$ cat config.mk
export PLATFORM = sky130hd
export DESIGN_NAME = nivel2_timer
export DESIGN_NICKNAME = d
export VERILOG_FILES = /design/src/rtl/nivel2_timer.sv
export SDC_FILE = /design/constraint.sdc
export NUM_CORES = 1
export LEC_CHECK = 0
export ABC_AREA = 1
export ABC_CLOCK_PERIOD_IN_PS = 1740
export CORE_MARGIN = 5
export CORE_UTILIZATION = 45
export CTS_BUF_LIST = sky130_fd_sc_hd__clkbuf_16
export CTS_CLUSTER_SIZE = 25
export DETAILED_ROUTE_END_ITERATION = 8
export HOLD_SLACK_MARGIN = 0.06
export PLACE_DENSITY = 0.74
export SYNTH_ARGS = -nofsm -noshare
export SYNTH_HDL_FRONTEND = slang
export SYNTH_SLANG_ARGS = --single-unit
$ cat constraint.sdc
create_clock -name clk -period 1.74 [get_ports clk]
set_input_delay 0.348 -clock clk [delete_from_list [all_inputs] [get_ports clk]]
set_output_delay 0.348 -clock clk [all_outputs]
set_load 0.01 [all_outputs]
$ cat src/rtl/nivel2_timer.sv
// nivel2_timer: MM:SS BCD cook-time countdown for the level-2 microwave.
// Rev 1.0 - initial release.
`default_nettype none

module nivel2_timer #(
  parameter int TICK_DIV = 100,
  parameter int CNT_W    = 7
) (
  input  logic       clk,
  input  logic       rstn,
  input  logic       clearn,
  input  logic       load,
  input  logic [3:0] digit,
  input  logic       enable,
  output logic [3:0] min_tens,
  output logic [3:0] min_ones,
  output logic [3:0] sec_tens,
  output logic [3:0] sec_ones,
  output logic       tick,
  output logic       timer_done
);

  localparam logic [1:0]       c_zero    = 2'd0;
  localparam logic [1:0]       c_armed   = 2'd1;
  localparam logic [1:0]       c_running = 2'd2;
  localparam logic [CNT_W-1:0] c_wrap    = CNT_W'(TICK_DIV - 1);

  logic [1:0]       r_state, w_state;
  logic [CNT_W-1:0] r_presc, w_presc;
  logic [3:0]       r_mt, r_mo, r_st, r_so;
  logic [3:0]       w_mt, w_mo, w_st, w_so;
  logic             r_tick, w_tick;
  logic             r_done, w_done;
  logic             w_load_ok;

  always_ff @(posedge clk or negedge rstn) begin
    if (!rstn) begin
      r_state <= c_zero;
      r_presc <= '0;
      r_mt    <= 4'd0;
      r_mo    <= 4'd0;
      r_st    <= 4'd0;
      r_so    <= 4'd0;
      r_tick  <= 1'b0;
      r_done  <= 1'b1;
    end else begin
      r_state <= w_state;
      r_presc <= w_presc;
      r_mt    <= w_mt;
      r_mo    <= w_mo;
      r_st    <= w_st;
      r_so    <= w_so;
      r_tick  <= w_tick;
      r_done  <= w_done;
    end
  end

  assign w_load_ok = load && !enable && (digit <= 4'd9);

  // State ZERO is kept in lockstep with the digits, so it doubles as the all-zero flag.
  always_comb begin
    w_presc = r_presc;
    w_mt    = r_mt;
    w_mo    = r_mo;
    w_st    = r_st;
    w_so    = r_so;
    w_tick  = 1'b0;
    if (!clearn) begin
      w_presc = '0;
      w_mt    = 4'd0;
      w_mo    = 4'd0;
      w_st    = 4'd0;
      w_so    = 4'd0;
    end else if (w_load_ok) begin
      w_mt = r_mo;
      w_mo = r_st;
      w_st = r_so;
      w_so = digit;
    end else if (enable && (r_state != c_zero)) begin
      if (r_presc == c_wrap) begin
        w_presc = '0;
        w_tick  = 1'b1;
        if (r_so != 4'd0) begin
          w_so = r_so - 4'd1;
        end else begin
          w_so = 4'd9;
          if (r_st != 4'd0) begin
            w_st = r_st - 4'd1;
          end else begin
            w_st = 4'd5;
            if (r_mo != 4'd0) begin
              w_mo = r_mo - 4'd1;
            end else begin
              w_mo = 4'd9;
              w_mt = r_mt - 4'd1;
            end
          end
        end
      end else begin
        w_presc = r_presc + 1'b1;
      end
    end else if (r_state == c_zero) begin
      w_presc = '0;
    end
    w_done = (w_mt == 4'd0) && (w_mo == 4'd0) && (w_st == 4'd0) && (w_so == 4'd0);
    if (w_done) begin
      w_state = c_zero;
    end else if (enable) begin
      w_state = c_running;
    end else begin
      w_state = c_armed;
    end
  end

  always_comb begin
    min_tens   = r_mt;
    min_ones   = r_mo;
    sec_tens   = r_st;
    sec_ones   = r_so;
    tick       = r_tick;
    timer_done = r_done;
  end

endmodule

`default_nettype wire

==> Implementation_results.wiki, run 1 <==
{| class="wikitable"
! Metric !! Value
|-
| Result of the run || finished, violations left
|-
| Failing checks || setup timing
|-
| Launch instance of the worst register-to-register path || r_presc[0]
|-
| Max-capacitance violation count || 0
|-
| Initial Utilization || 47.3%
|-
| Vias in the first global route || 2246
|-
| Sw frac || 32.4%
|-
| Fin nets || 402
|-
| CTS Buffer Depth || 2
|-
| GPL Wtd Cong || 0.893
|-
| Utilization after layout || 77.8%
|-
| Mapped Area || 0.00192 mm2
|-
| Number of max-slew violations in the final report || 0
|-
| Diode count || 0
|-
| Wire length after detailed routing || 6360 um
|-
| TritonCTS clock tree || done
|-
| Portion of the clock cycle consumed by the worst path in the final layout || 114%
|-
| Comb power frac || 37.6%
|-
| Post-route non-filler standard cell count || 437
|-
| Global route total overflow || 0
|-
| Data arrival, critical path || 2190 ps
|-
| Area of combinational cells with multiple inputs || 0.00118 mm2
|-
| Setup repair after global routing missed its margin || yes
|-
| Average instance area after synthesis || 6.90 um2
|-
| Worst IR Drop VDD || 0.617 mV
|-
| Seq/Total Area, Yosys || 35.3%
|-
| Die Footprint || 0.00567 mm2
|-
| Number of antenna violations at the first check in global routing || 0
|-
| Routed vias || 2284
|-
| Floorplan die height || 75.3 um
|-
| Number of buffers added by the clock tree synthesis step || 3
|-
| Internal Dissipation || 1.36 mW
|-
| Cell leakage power || 1.69 nW
|-
| DRC violation total after the first TritonRoute iteration || 162
|-
| Number of top-level design ports || 27
|-
| Vias per std cell || 5.23
|-
| Clk slew on worst S/H paths || 70 ps
|-
| Port Buffer Count || 26
|-
| Critical path peak fanout || 6
|-
| Number of placed cells counting well taps || 413
|-
| Share of synthesized flip-flops with an asynchronous set or reset || 100%
|-
| Path category of the worst min-delay check || input pin to async pin
|-
| Endpoint of the most critical register-to-register path || timer_done
|-
| Synth warnings || 0
|-
| Detailed-route DRC error count || 0
|-
| Hold buffer count at CTS || 0
|-
| Maximum clock frequency || 505 MHz
|-
| Total of endpoints with negative setup slack in the final report || 7
|-
| Endpoint required time on the critical path || 1950 ps
|-
| Commonest non-fill, non-tap cell in the layout || buf_4
|-
| Worst hold slack || 467 ps
|-
| Most frequent cells in the layout || 66 x buf_4, 58 x nand2_1, 42 x inv_1, 30 x nand3_1, 25 x dfrtp_1
|-
| TritonCTS Sinks || 27
|-
| Register-to-Register Path Depth || 15
|-
| Part of the total power dissipated in the clock network || 26.6%
|-
| Number of filler instances in the final layout || 252
|-
| Maximum number of pins on one net before global-route repair || 28
|-
| Number of instances in the synthesized netlist || 278
|-
| Sequential Area || 678 um2
|-
| Timing startpoint of the critical path || r_presc[0]
|-
| Routed Antenna Nets || 0
|-
| Detailed Routing Iterations Pass 1 || 5
|-
| Layout-stage area growth over the synthesis result || 64.6%
|-
| Measured slew at the worst slew-check pin || 363 ps
|-
| Root cell of the clock tree || clkbuf_16
|-
| Number of hold-slack violations in the final timing report || 0
|-
| Share of layout cells above drive strength 1 || 37.5%
|-
| Power spent charging and discharging nets || 653 uW
|-
| Pwr/cell area || 638 mW/mm2
|-
| Clock latency of the later-clocked register in the worst-skew pair || 260 ps
|-
| Clock skew || 3.40 ps
|-
| Number of placement rows || 23
|-
| Final worst slack || -241 ps
|-
| CP Capture Type || flop
|-
| Clock H-tree levels || 1
|-
| Nets in the synthesized netlist || 292
|-
| Post-detailed-route wirelength per cell || 14.6 um
|-
| All-Layer GR Usage || 22.4%
|-
| Placeable Area || 0.00406 mm2
|-
| Total of flip-flops plus latches after synthesis || 27
|-
| Slack of the worst reg-to-reg path || -240 ps
|-
| Die Wd || 75.3 um
|-
| Worst rel slew slack || 75.8%
|-
| Library cells used by synthesis || 32
|-
| Worst Path Class, Setup || flop to flop
|-
| Capture point of the critical path || timer_done
|-
| Dominant register cell in the synthesized netlist || dfrtp_1
|-
| Reg power frac || 35.8%
|-
| EDFF count, synth || 0
|-
| Final critical delay including setup and external delays || 1980 ps
|-
| Kind of start point of the critical path || flop
|-
| Half-perimeter wire length after detailed placement || 4030 um
|-
| Global-route wire length before repair || 9920 um
|}
[area by class of cell]
cell class / count / area share [%]
repair buffers: 107 / 29.8
well taps: 50 / 1.98
multi-input cells: 192 / 37.5
clock inverters: 1 / 0.159
flip-flops and latches: 27 / 21.5
inverters: 57 / 6.78
clock buffers: 3 / 2.38
[how the worst min path moves through the flow]
stage	depth (start not counted)	startpoint	endpoint	slack [ps]
floorplan	0	rstn	min_ones[0]	50
global placement	2	r_presc[0]	r_presc[0]	540
detailed placement	2	r_presc[0]	r_presc[0]	550
CTS	2	rstn	sec_tens[2]	490
global route	2	rstn	sec_tens[2]	510
finish	2	rstn	sec_tens[2]	470
[through the flow]
stage | total power [mW] | worst slack [ps] | cell area [um2] | TNS, ps
floorplan | 1.03 | -18.9 | 1950 | -53.9
global placement | 1.31 | -511 | 2710 | -6140
detailed placement | 1.32 | -556 | 2710 | -6490
CTS | 1.93 | -121 | 2980 | -360
global route | 2.12 | -340 | 3160 | -1590
finish | 2.02 | -241 | 3160 | -769
[power groups by stage]
stage	Sequential [mW]	Combinational (mW)	Clock [mW]
finish	0.721	0.758	0.537
global route	0.724	0.829	0.566
CTS	0.716	0.676	0.542
detailed placement	0.720	0.604	0
global placement	0.720	0.595	0
floorplan	0.739	0.290	0
[cell families after synthesis]
group | count (synthesis) | synth area share [%]
adders and majority gates | 5 | 3.26
AOI/OAI and AO/OA | 34 | 9.78
buffers and inverters | 61 | 13.2
and+or+nand+nor | 150 | 38.0
DFF | 27 | 35.3
xor gates and xnor gates | 1 | 0.457
[cell usage after synthesis (all sizes together), types with 2 or more instances]
library cell | number | area (um2)
a21oi | 9 | 45.0
nor2 | 33 | 173
clkinv | 2 | 7.51
nand3 | 37 | 215
dfrtp | 26 | 651
inv | 55 | 206
nand3b | 2 | 15.0
nor3 | 8 | 40.0
o21ai | 20 | 104
ha | 5 | 62.6
nand2 | 67 | 267
buf | 4 | 38.8
o211ai | 2 | 15.0
[what timing repair did]
action                     CTS  global route
pin swaps                   14            12
setup endpoints to repair   12            13
gates cloned                 2             0
setup buffers                9            10
resized for setup           30            30
[layer usage]
layer	global-route usage, %	vias up	share of wire (%)
met5	0	-	0
met4	6.80	0	1.4
met3	2.40	13	4.4
met2	40.7	80	53
met1	27.8	1094	41
li1	-	1097	-
[critical path: stages, from the launching register on]
cell and delay, ps:
dfrtp_1 400, ha_4 180, nand2_1 50, clkinv_1 50, nand3_1 90, nor2_2 190, buf_6 140, nand2_1 70
nand2_1 90, nand3_2 70, nand2_1 90, nand2_1 60, nor2_1 80, nand2_1 90, nor2_2 120, and2_1 140
[sequential cells by signal, indices dropped and copies added, names as in the netlist]
name / cells
r_presc: 7
min_ones: 4
min_tens: 4
sec_ones: 4
sec_tens: 4
r_state: 2
tick: 1
timer_done: 1
Note: power is estimated with default switching activity, not from simulation.
==> run 2, diff against run 1 <==
--- a/config.mk
+++ b/config.mk
@@ -12,8 +12,10 @@
 export CTS_BUF_LIST = sky130_fd_sc_hd__clkbuf_16
 export CTS_CLUSTER_SIZE = 25
 export DETAILED_ROUTE_END_ITERATION = 8
+export DONT_BUFFER_PORTS = 1
+export GPL_ROUTABILITY_DRIVEN = 0
 export HOLD_SLACK_MARGIN = 0.06
-export PLACE_DENSITY = 0.74
+export PLACE_DENSITY = 0.66
 export SYNTH_ARGS = -nofsm -noshare
 export SYNTH_HDL_FRONTEND = slang
 export SYNTH_SLANG_ARGS = --single-unit
==> Implementation_results.wiki, run 2 (synthesis results as in run 1) <==
{| class="wikitable"
! Metric !! Value
|-
| Slowest cell on crit path || dfrtp_1
|-
| Diode count || 0 (unchanged)
|-
| Worst rel slew slack || 79.8% (+4.0 points)
|-
| TritonCTS Sinks || 27 (unchanged)
|-
| Worst setup slack before clock tree synthesis || -205 ps (+351 ps)
|-
| DRC violation total after the first TritonRoute iteration || 249 (+54%)
|-
| Endpoint of the most critical register-to-register path || timer_done
|-
| Number of placement rows || 23 (unchanged)
|-
| Number of top-level design ports || 27 (unchanged)
|-
| Routed vias || 2120 (-7.2%)
|-
| Path category of the worst min-delay check || input pin to flop
|-
| Number of max-slew violations in the final report || 0 (unchanged)
|-
| Clock skew || 4.87 ps (+1.46 ps)
|-
| Data arrival, critical path || 2090 ps (-100 ps)
|-
| Delay contributed by the slowest stage of the critical path || 390 ps (about the same)
|-
| CTS Buffer Depth || 2 (unchanged)
|-
| Launch instance of the worst register-to-register path || sec_ones[1]
|-
| Max-capacitance violation count || 0 (unchanged)
|-
| Setup repair after global routing missed its margin || yes
|-
| WL met3 || 418 um (+49%)
|-
| Hold path endpoint || r_state[0]
|-
| Pwr/cell area || 676 mW/mm2 (+6.0%)
|-
| Worst IR Drop VDD || 0.458 mV (-26%)
|-
| Post-detailed-route wirelength per cell || 14.6 um (about the same)
|-
| Number of buffers added by the clock tree synthesis step || 3 (unchanged)
|-
| Share of layout cells above drive strength 1 || 40.1% (+2.6 points)
|-
| Detailed Routing Iterations Pass 1 || 5 (unchanged)
|-
| Global route total overflow || 0 (unchanged)
|-
| Kind of start point of the critical path || flop
|-
| All-Layer GR Usage || 20.5% (-2.0 points)
|-
| Final critical delay including setup and external delays || 1870 ps (-108 ps)
|-
| Commonest non-fill, non-tap cell in the layout || buf_4
|-
| Flip-flop count of the largest register, all copies and words added || 7 (unchanged)
|-
| Initial Utilization || 47.3% (unchanged)
|-
| Floorplan die height || 75.3 um (unchanged)
|-
| Utilization after layout || 69.8% (-8.0 points)
|-
| Maximum number of pins on one net before global-route repair || 28 (unchanged)
|-
| Maximum clock frequency || 534 MHz (+5.8%)
|-
| Port Buffer Count || 0 (-100%)
|-
| Register-to-Register Path Depth || 13 (-2)
|-
| Vias per std cell || 5.25 (+0.40%)
|-
| Result of the run || finished, violations left
|-
| Most frequent cells in the layout || 67 x buf_4, 51 x nand2_1, 43 x inv_1, 27 x nand3_1, 25 x dfrtp_1
|-
| Standard cell area after detailed placement || 0.00246 mm2 (-9.2%)
|-
| Worst hold path cell count || 1
|-
| Uppermost metal layer occupied by signal nets || met4
|-
| Slack of the worst reg-to-reg path || -130 ps (+110 ps)
|-
| Buffers plus inverters on the worst setup path || 1 (-1)
|-
| Half-perimeter wire length after detailed placement || 4080 um (+1.2%)
|-
| Worst hold path startpoint || enable
|-
| Number of antenna violations at the first check in global routing || 0 (unchanged)
|-
| Worst Path Class, Setup || flop to flop
|-
| Clock H-tree levels || 1 (unchanged)
|-
| Clock latency of the later-clocked register in the worst-skew pair || 270 ps (about the same)
|-
| Largest Register || r_presc
|-
| Measured slew at the worst slew-check pin || 300 ps (-62.9 ps)
|-
| Routed Antenna Nets || 0 (unchanged)
|-
| Number of hold-slack violations in the final timing report || 0 (unchanged)
|-
| Failing checks || setup timing
|-
| Vias in the first global route || 1930 (-14%)
|-
| TritonCTS clock tree || done
|-
| M1 wire length || 2290 um (-12%)
|-
| Cell leakage power || 1.54 nW (-9.1%)
|-
| Portion of the clock cycle consumed by the worst path in the final layout || 108% (-6.2 points)
|-
| Final worst slack || -132 ps (+108 ps)
|-
| Detailed-route DRC error count || 0 (unchanged)
|-
| Gate family responsible for the most delay along the worst path || simple AND/OR/NAND/NOR gates
|-
| Critical path peak fanout || 6 (unchanged)
|-
| Fin nets || 369 (-8.2%)
|-
| Most Frequent Cell on Critical Path || nand2_1
|-
| Endpoint required time on the critical path || 1950 ps (about the same)
|-
| Wire length after detailed routing || 5890 um (-7.5%)
|-
| Final Instance Area || 0.00283 mm2 (-10%)
|-
| Total of endpoints with negative setup slack in the final report || 6 (-1)
|-
| Crit-path cells || inv_2 > ha_4 > nand3_4 > nor2_4 > nand3_4 > nor2_4 > nand2_1 > nand2_1 > nand3_1 > nand2_2 > nand2_1 > nor2_2 > and2_1
|-
| Root cell of the clock tree || clkbuf_16
|-
| Global-route wire length before repair || 8860 um (-11%)
|-
| Layout-stage area growth over the synthesis result || 47.7%
|-
| Die Footprint || 0.00567 mm2 (unchanged)
|-
| Die Wd || 75.3 um (unchanged)
|-
| Met2 wire len || 3070 um (-9.3%)
|-
| Clk slew on worst S/H paths || 70 ps (about the same)
|-
| Placeable Area || 0.00406 mm2 (unchanged)
|-
| CP Capture Type || flop
|}
## run 2: cell types whose count changed in the layout (fill, tap and decap cells not counted), sizes merged, moves of 2 or more
cell	delta
clkdlybuf4s50	-21
buf	-7
dlygate4sd2	-4
nand2	-2
## run 2: layout make-up
type	count	area [um2]
fillers	323	1220
multi-input cells	190	1150
flip-flops and latches	27	678
repair buffers	76	643
inverters	57	214
clock buffers	3	75.1
well taps	50	62.6
clock inverters	1	7.51
## run 2: power by group
group | internal, mW | leakage [nW] | switching, mW
clock network | 0.314 | 0.0371 | 0.241
registers | 0.676 | 0.360 | 0.0502
logic | 0.297 | 1.14 | 0.340
total | 1.29 | 1.54 | 0.631
## run 2: worst max path at each step
stage / start / endpoint / slack, ps / depth (start not counted)
4_1_cts: sec_ones[0] / timer_done / -90 / 13
6_report: sec_ones[1] / timer_done / -130 / 13
5_1_grt: sec_tens[0] / timer_done / -290 / 15
3_5_place_dp: r_presc[1] / timer_done / -210 / 10
2_1_floorplan: sec_tens[0] / r_state[0] / -20 / 13
3_3_place_gp: r_presc[0] / r_state[0] / -150 / 12
## run 2: per-layer routing
metal,vias up,global-route usage [%]
met5,-,0
met4,0,5.63
met3,13,3.34
met2,90,36.6
met1,982,25.3
li1,1035,-
## run 2: metrics by stage
| stage | instances | power (mW) | TNS [ps] | hold slack [ps] |
|---|---|---|---|---|
| 3_5_place_dp | 385 | 1.25 | -599 | 53.4 |
| 6_report | 404 | 1.92 | -414 | 131 |
| 4_1_cts | 395 | 1.85 | -252 | 129 |
| 5_1_grt | 404 | 2.01 | -1200 | 125 |
| 2_1_floorplan | 278 | 1.03 | -53.9 | 52.4 |
| 3_3_place_gp | 385 | 1.23 | -432 | 53.4 |
## run 2: worst register-to-register path: cells and delay by family (launching register included)
| family | cells | cell delay, ps |
|---|---|---|
| DFF | 1 | 390 |
| adders and majority gates | 1 | 170 |
| buffers and inverters | 1 | 80 |
| and+or+nand+nor | 11 | 1170 |
## run 2: timing repair
item                                    CTS  global route
pin swaps                                11            16
cloned                                    0             1
gates resized for setup                  13            29
hold buffers                              2             0
hold endpoints to repair                 27             0
buffers inserted                          4             9
endpoints found under the setup margin    5            11
==> run 3, diff against run 2 <==
--- a/config.mk
+++ b/config.mk
@@ -8,14 +8,14 @@
 export ABC_AREA = 1
 export ABC_CLOCK_PERIOD_IN_PS = 1740
 export CORE_MARGIN = 5
-export CORE_UTILIZATION = 45
+export CORE_UTILIZATION = 57
 export CTS_BUF_LIST = sky130_fd_sc_hd__clkbuf_16
 export CTS_CLUSTER_SIZE = 25
 export DETAILED_ROUTE_END_ITERATION = 8
 export DONT_BUFFER_PORTS = 1
 export GPL_ROUTABILITY_DRIVEN = 0
 export HOLD_SLACK_MARGIN = 0.06
-export PLACE_DENSITY = 0.66
+export PLACE_DENSITY = 0.79
 export SYNTH_ARGS = -nofsm -noshare
 export SYNTH_HDL_FRONTEND = slang
 export SYNTH_SLANG_ARGS = --single-unit
==> Implementation_results.wiki, run 3 (synthesis results as in run 1) <==
{| class="wikitable"
! Metric !! Value
|-
| Placeable Area || 0.00328 mm2 (-19%)
|-
| Clock H-tree levels || 1 (unchanged)
|-
| Buffers plus inverters on the worst setup path || 2 (+1)
|-
| Die Wd || 68.0 um (-9.7%)
|-
| Number of antenna violations at the first check in global routing || 0 (unchanged)
|-
| Part of the total power dissipated in the clock network || 28.3% (-0.6 points)
|-
| Fin nets || 364 (-1.4%)
|-
| Gate family responsible for the most delay along the worst path || simple AND/OR/NAND/NOR gates
|-
| Sequential Area || 678 um2 (unchanged)
|-
| CTS Buffer Depth || 2 (unchanged)
|-
| Flip-flop count of the largest register, all copies and words added || 7 (unchanged)
|-
| Internal Dissipation || 1.28 mW (-0.47%)
|-
| Hold path endpoint || r_state[0]
|-
| Pwr/cell area || 696 mW/mm2 (+2.9%)
|-
| Number of placed cells counting well taps || 378 (-1.8%)
|-
| Worst IR Drop VDD || 0.411 mV (-10%)
|-
| Failing checks || setup timing
|-
| Portion of the clock cycle consumed by the worst path in the final layout || 114% (+6.6 points)
|-
| Floorplan die height || 68.0 um (-9.7%)
|-
| Crit-path cells || inv_2 > ha_4 > nand2_4 > nor2_4 > nand2_4 > buf_4 > nand2_1 > o21ai_2 > a21oi_1 > nand3_1 > nor2_2 > and2_1
|-
| CP Capture Type || flop
|-
| Path category of the worst min-delay check || input pin to flop
|-
| Number of filler instances in the final layout || 201 (-38%)
|-
| Post-detailed-route wirelength per cell || 16.5 um (+13%)
|-
| Wire length after detailed routing || 6510 um (+11%)
|-
| Half-perimeter wire length after detailed placement || 4100 um (+0.44%)
|-
| Utilization after layout || 83.8% (+14 points)
|-
| Vias in the first global route || 2071 (+7.3%)
|-
| Port Buffer Count || 0 (unchanged)
|-
| Final Instance Area || 0.00275 mm2 (-2.9%)
|-
| Post-route non-filler standard cell count || 395 (-2.2%)
|-
| Global-route wire length before repair || 9380 um (+5.8%)
|-
| Endpoint of the most critical register-to-register path || timer_done
|-
| Final worst slack || -247 ps (-114 ps)
|-
| Overall power || 1.91 mW (-0.12%)
|-
| Launch instance of the worst register-to-register path || sec_ones[0]
|-
| Number of hold-slack violations in the final timing report || 0 (unchanged)
|-
| Cell leakage power || 1.51 nW (-2.0%)
|-
| Final critical delay including setup and external delays || 1990 ps (+114 ps)
|-
| All-Layer GR Usage || 27.1% (+6.6 points)
|-
| Max-capacitance violation count || 0 (unchanged)
|-
| Data arrival, critical path || 2200 ps (+110 ps)
|-
| Worst hold path cell count || 1 (unchanged)
|-
| Detailed Routing Iterations Pass 1 || 5 (unchanged)
|-
| Vias per std cell || 5.70 (+8.6%)
|-
| Result of the run || finished, violations left
|-
| Most Frequent Cell on Critical Path || nand2_4
|-
| Largest Register || r_presc
|-
| Routed vias || 2250 (+6.1%)
|-
| Clock skew || 5.10 ps (+0.232 ps)
|-
| Reg power frac || 37.9% (about the same)
|-
| Detailed-route DRC error count || 0 (unchanged)
|-
| Slowest cell on crit path || dfrtp_2
|-
| Total of endpoints with negative setup slack in the final report || 7 (+1)
|-
| Clk slew on worst S/H paths || 70 ps (about the same)
|-
| Comb power frac || 33.8% (+0.6 points)
|-
| Root cell of the clock tree || clkbuf_16
|-
| Initial Utilization || 58.4% (+11 points)
|-
| TritonCTS clock tree || done
|-
| Worst hold path startpoint || enable
|-
| Kind of start point of the critical path || flop
|-
| Sw frac || 33.1% (+0.23 points)
|-
| Diode count || 0 (unchanged)
|-
| Power spent charging and discharging nets || 634 uW (+0.58%)
|-
| Global route total overflow || 0 (unchanged)
|-
| Setup repair after global routing missed its margin || yes
|-
| Share of layout cells above drive strength 1 || 36.4% (-3.7 points)
|-
| DRC violation total after the first TritonRoute iteration || 193 (-22%)
|-
| Worst Path Class, Setup || flop to flop
|-
| Area of combinational cells with multiple inputs || 0.00113 mm2 (-2.1%)
|-
| Most frequent cells in the layout || 64 x buf_4, 55 x nand2_1, 42 x inv_1, 29 x nand3_1, 25 x dfrtp_1
|-
| Maximum clock frequency || 503 MHz (-5.7%)
|-
| Number of placement rows || 21 (-8.7%)
|-
| Number of max-slew violations in the final report || 0 (unchanged)
|-
| Maximum number of pins on one net before global-route repair || 28 (unchanged)
|-
| TritonCTS Sinks || 27 (unchanged)
|-
| Die Footprint || 0.00463 mm2 (-18%)
|-
| Layout-stage area growth over the synthesis result || 43.4%
|-
| Routed Antenna Nets || 0 (unchanged)
|-
| Clock latency of the later-clocked register in the worst-skew pair || 270 ps (about the same)
|-
| Measured slew at the worst slew-check pin || 326 ps (+25.5 ps)
|-
| Critical path peak fanout || 6 (unchanged)
|-
| Worst rel slew slack || 78.1% (-1.8 points)
|-
| Standard cell area after detailed placement || 0.00242 mm2 (-1.6%)
|-
| Register-to-Register Path Depth || 12 (-1)
|-
| Endpoint required time on the critical path || 1950 ps (about the same)
|-
| Delay contributed by the slowest stage of the critical path || 430 ps (+40 ps)
|-
| Slack of the worst reg-to-reg path || -250 ps (-110 ps)
|-
| Number of top-level design ports || 27 (unchanged)
|-
| Number of buffers added by the clock tree synthesis step || 3 (unchanged)
|-
| Commonest non-fill, non-tap cell in the layout || buf_4
|}
==> run 3: cell count changes in the layout (fill, tap and decap cells not counted), sizes merged <==
cell / previous run / this run
buf: 74 / 69
==> run 3: power by group through the flow <==
stage	combinational, mW	clock [mW]	sequential, mW
global route	0.704	0.576	0.730
CTS	0.563	0.550	0.720
detailed placement	0.515	0	0.724
floorplan	0.290	0	0.739
finish	0.647	0.542	0.726
global placement	0.499	0	0.722
==> run 3: per-layer routing <==
metal | GRT usage, % | routed length (um) | vias up
met4 | 12.9 | 330 | 0
met1 | 32.4 | 2350 | 1040
met3 | 5.09 | 546 | 43
li1 | - | - | 1020
met2 | 46.5 | 3290 | 147
met5 | 0 | 0 | -
==> run 3: layout make-up <==
cell class                 count  area share (%)
tap                           46            2.09
multi-input combinational    190            41.1
sequential                    27            24.6
timing repair buffer          71            21.4
clock inverter                 1           0.273
inverter                      57            7.78
clock buffer                   3            2.73
==> run 3: timing repair <==
| action | in CTS | in global routing |
|---|---|---|
| setup endpoints to repair | 5 | 7 |
| cloned | 0 | 1 |
| setup buffers | 3 | 8 |
| hold buffers | 2 | 0 |
| gates resized for setup | 9 | 24 |
| hold endpoints to repair | 27 | 0 |
| pin swaps | 10 | 7 |
==> run 3: worst max path at each step <==
stage / depth (start not counted) / endpoint / startpoint / slack (ps)
floorplan: 13 / r_state[0] / sec_tens[0] / -20
global placement: 13 / timer_done / r_presc[0] / -140
detailed placement: 13 / r_state[1] / sec_tens[0] / -200
CTS: 13 / timer_done / sec_ones[0] / -130
global route: 15 / timer_done / r_presc[0] / -390
finish: 12 / timer_done / sec_ones[0] / -250
==> run 3: per-stage QoR <==
stage	setup slack (ps)	TNS (ps)	hold WS, ps
after detailed placement	-196	-641	53.1
final	-247	-981	137
after floorplan	-18.9	-53.9	52.4
after global routing	-391	-1850	127
after CTS	-133	-406	134
after global placement	-137	-379	53.1
==> run 3: worst reg2reg max path: cells and delay by family (launching register included) <==
kind | cells | cell delay [ps]
compound gates | 2 | 260
fa+ha+maj | 1 | 170
buf+inv | 2 | 220
flops | 1 | 430
simple gates | 7 | 860
